<file path="src/rtl/uart_rx_param.sv">
// Parametrised oversampling UART receiver with a synchronised input, false-start
// rejection, a valid/ready output register, and frame/parity/overrun error pulses.
module uart_rx_param #(
  parameter int unsigned Oversample = 16,
  parameter int unsigned DataBits   = 8,
  parameter int unsigned ParityMode = 0,
  parameter int unsigned StopBits   = 1
) (
  input  logic                clk,
  input  logic                nReset,
  input  logic                in,
  output logic [DataBits-1:0] data,
  output logic                valid,
  input  logic                ready,
  output logic                frameErr,
  output logic                parityErr,
  output logic                overrun
);

  localparam int unsigned CntW = $clog2(Oversample);
  localparam int unsigned IdxW = $clog2(DataBits + 1);

  localparam logic [CntW-1:0] CntTop    = CntW'(Oversample - 1);
  localparam logic [CntW-1:0] CntMid    = CntW'(Oversample / 2);
  localparam logic [IdxW-1:0] IdxLast   = IdxW'(DataBits);
  localparam logic            StopLast  = 1'(StopBits - 1);
  localparam logic            OddParity = (ParityMode == 2);
  localparam bit              HasParity = (ParityMode != 0);

  typedef enum logic [2:0] {IDLE, START, DATA, PARITY, STOP} state_t;

  state_t              state;
  state_t              stateNext;
  logic                sync1;
  logic                s;
  logic                sPrev;
  logic [CntW-1:0]     sampleCount;
  logic [IdxW-1:0]     bitIdx;
  logic                stopIdx;
  logic [DataBits-1:0] shiftReg;
  logic                parityBad;
  logic                frameBad;
  logic                midBit;
  logic                bitEnd;
  logic                complete;
  logic                frameBadNow;
  logic                goodFrame;
  logic                consume;

  assign midBit    = (sampleCount == CntMid);
  assign bitEnd    = (sampleCount == '0);
  assign consume   = valid && ready;
  assign goodFrame = complete && !frameBadNow && !parityBad;

  always_ff @(posedge clk or negedge nReset) begin
    if (!nReset) begin
      sync1 <= 1'b1;
      s     <= 1'b1;
      sPrev <= 1'b1;
    end else begin
      sync1 <= in;
      s     <= sync1;
      sPrev <= s;
    end
  end

  always_ff @(posedge clk or negedge nReset) begin
    if (!nReset) state <= IDLE;
    else         state <= stateNext;
  end

  // frameBadNow folds in the final stop sample so completion sees it in the same cycle.
  always_comb begin
    stateNext   = state;
    complete    = 1'b0;
    frameBadNow = frameBad;
    case (state)
      IDLE:   if (!s && sPrev) stateNext = START;
      START: begin
        if (midBit && s)  stateNext = IDLE;
        else if (bitEnd)  stateNext = DATA;
      end
      DATA:   if (bitEnd && bitIdx == IdxLast) stateNext = HasParity ? PARITY : STOP;
      PARITY: if (bitEnd) stateNext = STOP;
      STOP: begin
        if (midBit) begin
          if (!s) frameBadNow = 1'b1;
          if (stopIdx == StopLast) begin
            complete  = 1'b1;
            stateNext = IDLE;
          end
        end
      end
      default: stateNext = IDLE;
    endcase
  end

  always_ff @(posedge clk or negedge nReset) begin
    if (!nReset) begin
      sampleCount <= CntTop;
      bitIdx      <= '0;
      stopIdx     <= 1'b0;
      shiftReg    <= '0;
      parityBad   <= 1'b0;
      frameBad    <= 1'b0;
    end else begin
      if (stateNext != state || bitEnd) sampleCount <= CntTop;
      else                              sampleCount <= sampleCount - CntW'(1);
      case (state)
        IDLE, START: begin
          bitIdx    <= '0;
          stopIdx   <= 1'b0;
          parityBad <= 1'b0;
          frameBad  <= 1'b0;
        end
        DATA: begin
          if (midBit) begin
            shiftReg <= {s, shiftReg[DataBits-1:1]};
            bitIdx   <= bitIdx + IdxW'(1);
          end
        end
        PARITY: if (midBit) parityBad <= (s != ((^shiftReg) ^ OddParity));
        STOP: begin
          if (midBit && !s) frameBad <= 1'b1;
          if (bitEnd)       stopIdx  <= stopIdx + 1'b1;
        end
        default: ;
      endcase
    end
  end

  always_ff @(posedge clk or negedge nReset) begin
    if (!nReset) begin
      data      <= '0;
      valid     <= 1'b0;
      frameErr  <= 1'b0;
      parityErr <= 1'b0;
      overrun   <= 1'b0;
    end else begin
      frameErr  <= complete && frameBadNow;
      parityErr <= complete && !frameBadNow && parityBad;
      overrun   <= goodFrame && valid && !ready;
      if (goodFrame && (!valid || ready)) begin
        data  <= shiftReg;
        valid <= 1'b1;
      end else if (consume) begin
        valid <= 1'b0;
      end
    end
  end

endmodule

</file>
<file path="config.mk">
export PLATFORM = sky130hd
export DESIGN_NAME = uart_rx_param
export DESIGN_NICKNAME = d
export VERILOG_FILES = /design/src/rtl/uart_rx_param.sv
export SDC_FILE = /design/constraint.sdc
export NUM_CORES = 1
export LEC_CHECK = 0
export ABC_AREA = 1
export ABC_CLOCK_PERIOD_IN_PS = 2810
export CAP_MARGIN = 25
export CORE_ASPECT_RATIO = 0.8
export CORE_MARGIN = 4
export CORE_UTILIZATION = 40
export CTS_CLUSTER_DIAMETER = 50
export CTS_CLUSTER_SIZE = 25
export DETAILED_ROUTE_END_ITERATION = 10
export PLACE_DENSITY = 0.65
export SYNTH_ARGS = -nofsm -noshare
export SYNTH_HDL_FRONTEND = slang
export SYNTH_SLANG_ARGS = --single-unit
</file>
<file path="constraint.sdc">
create_clock -name clk -period 2.81 [get_ports clk]
set_clock_uncertainty 0.15 [all_clocks]
set_input_delay 0.562 -clock clk [delete_from_list [all_inputs] [get_ports clk]]
set_output_delay 0.562 -clock clk [all_outputs]
set_load 0.01 [all_outputs]
</file>
==> flow_summary.ini <==
[timing]
max_slew_margin_pct = 47.3
tightest_slew_ps = 790
whs_ps = 198
period_needed_ps = 1920
period_share_pct = 68.3
slew_violations = 0
max_freq_mhz = 521
final-setup-viol-count = 0
finalHoldViolations = 0
tns_ps = 0
rsz0062_at_grt = no

[floorplanning]
fp.dieW_um = 82.5
die_y_um = 67.6
initial_core_util_pct = 42.0
core_region_area_um2 = 4230
std_cell_rows = 21
ios = 16
die_area_um2 = 5580

[final_layout]
syn2layout_area_growth_pct = 18.0
nFillCells = 416
drive_above_1_share_pct = 14.7
fin_cells = 288
antenna_cells = 0
seqCellArea_um2 = 935
multi_input_area_um2 = 703
final_nets = 237

[placed_design]
globalplace.congestion = 0.842
dp_hpwl_um = 2390
place_inst = 280
portBuffers = 15

[clock_tree]
postCtsSetupBuffers = 0
cts_hold_buf = 0
ctsResizeCount = 0
htreeDepth = 2
cts-buffers-inserted = 5
cts_buffer_depth = 2
path_clk_slew_ps = 80
root_buffer = clkbuf_8
clkLatencyLatePin_ps = 290
cts_tree = yes
clkSinkCount = 37

[yosys]
yosysSeqAreaShare_pct = 52.6
yosys_warnings = 0
syn-instance-count = 210
syn_area_um2 = 1780
synthAdderAreaFrac_pct = 2.11
syn_nets = 217
synthSimpleGateAreaFrac_pct = 30.7
synth_top_family_by_area = simple AND/OR/NAND/NOR gates
synthMuxAreaShare_pct = 0
synth_seq_cells = 37
synth-xor-area-share_pct = 0.985
synth_compound_area_share_pct = 5.77
avgSynthCellArea_um2 = 8.47
ys_types = 25

[power]
powerDensity_nw_per_um2 = 642
power.leakage_uw = 0.00102
p_total_uw = 1350
ir_drop_uv = 349

[route]
wl_per_cell_um = 11.4
drc = 0
drtAntennaViolNets = 0
vias_per_cell = 4.63
wirelength_um = 3290
via_count = 1333
dr.pass1.iters = 4
initialDrtViolationCount = 76

[setup_path]
worstPathRequired_ps = 2100
cp-start-kind = flop
critical_path_arrival_ps = 1210
critPathTopFamily = buffers and inverters
cp_max_fo = 2
crit_chain = clkdlybuf4s50_1
end_kind = output pin
cp_num_buf_inv = 1
path_class = flop to output pin
slowest_stage = clkdlybuf4s50_1
critPathMaxStageDelay_ps = 550

[global_routing]
grt_overflow_total = 0
antenna_found_initial = 0
grt_max_degree = 38
track_usage_pct = 13.4
grt_pass1_vias = 1207
grt_pass1_wl_um = 5570

[job]
max_cap_viol_count = 0

[hold_path]
hold_class = primary input to asynchronous set/reset pin

[outcome]
status = complete, no violations
kinds of logic (layout without fill, tap and decap cells):
logic type               count (synthesis)  after routing
buffers and inverters                   36             57
AND/OR/NAND/NOR                        112            112
adder cells (fa/ha/maj)                  3              3
XOR/XNOR                                 2              2
flip-flops                              37             37
AO/OA/AOI/OAI                           20             20
cell type report:
type,count,area share (%)
clock buffers,5,3.28
clock inverters,3,2.21
inverters,34,6.14
multi-input cells,137,33.5
flip-flops and latches,37,44.5
well taps,57,3.40
repair buffers,15,6.92
synth_stat cells, drive strengths merged:
cell type,count,area [um^2]
nand2,65,262
inv,33,124
dfrtp,30,751
nor2,17,108
nand3,16,92.6
o21ai,14,70.1
nand4,9,56.3
dfstp,7,184
a21oi,5,25.0
ha,3,37.5
nor3,3,15.0
xor2,2,17.5
and3,1,6.26
buf,1,7.51
clkbuf,1,3.75
clkinv,1,5.00
nor4,1,6.26
o211ai,1,7.51
metal layers:
metal,vias up,share of wire [%],GRT usage [%]
met2,24,40,18.0
li1,707,-,-
met1,596,54,19.8
met3,6,4.4,3.60
met4,0,1.7,6.12
met5,-,0,0
state kept, by name, indices dropped and copies added, names as in the netlist, 3 cells and up:
| signal | flops |
|---|---|
| bitIdx | 4 |
| data | 8 |
| sampleCount | 4 |
| shiftReg | 8 |
| state | 3 |
metrics by stage:
| step | setup slack (ps) | area (um^2) | util, % |
|---|---|---|---|
| after floorplan | 1130 | 1780 | - |
| after global placement | 902 | 1980 | 46.9 |
| after detailed placement | 858 | 1980 | 46.9 |
| after CTS | 881 | 2100 | 49.6 |
| after global routing | 774 | 2100 | 49.6 |
| final | 892 | 2100 | 49.6 |
where the power goes:
part,switching (uW),internal (uW),total (uW),leakage (uW)
logic,167,80.9,248,0.000476
registers,35.2,597,632,0.000489
clock network,201,266,467,0.0000543
total,403,943,1350,0.00102
worst reg2reg max path: cells and delay by family (launching register included):
kind,cells,cell delay [ps]
compound gates,1,250
fa+ha+maj,1,230
buf+inv,3,220
simple gates,5,420
flops,1,540
final timing paths:
path / endpoint / slack, ps / depth (start not counted) / from
hold reg to reg: s / 210 / 0 / sync1
hold / removal: data[0] / 200 / 1 / nReset
setup reg to reg: sampleCount[1] / 930 / 10 / sampleCount[0]
setup / recovery: data[1] / 890 / 1 / data[1]
min in group clk: s / 210 / 0 / sync1
max in group asynchronous: state[0] / 1810 / 1 / nReset
layout by cell type, fill, tap and decap left out:
master | netlist | routed
ha_1 | 3 | 3
nor2_4 | 3 | 3
a21oi_1 | 5 | 5
nand3_1 | 15 | 15
dfstp_2 | 7 | 7
o21ai_0 | 14 | 14
buf_2 | 0 | 1
and3_1 | 1 | 1
nor2_1 | 11 | 11
nor2_2 | 2 | 2
nor2_8 | 1 | 1
bufinv_16 | 0 | 1
nor3_1 | 3 | 3
clkbuf_8 | 0 | 5
nand3_4 | 1 | 1
xor2_1 | 2 | 2
dfrtp_1 | 30 | 30
o211ai_1 | 1 | 1
nand2_4 | 1 | 1
clkinv_4 | 0 | 1
clkdlybuf4s50_1 | 0 | 14
nand2_1 | 60 | 60
clkinvlp_4 | 0 | 1
inv_1 | 28 | 28
nand4_1 | 9 | 9
inv_2 | 5 | 5
clkinv_2 | 1 | 1
nand2_2 | 4 | 4
nor4_1 | 1 | 1
Power figures use the tool's default switching activity.
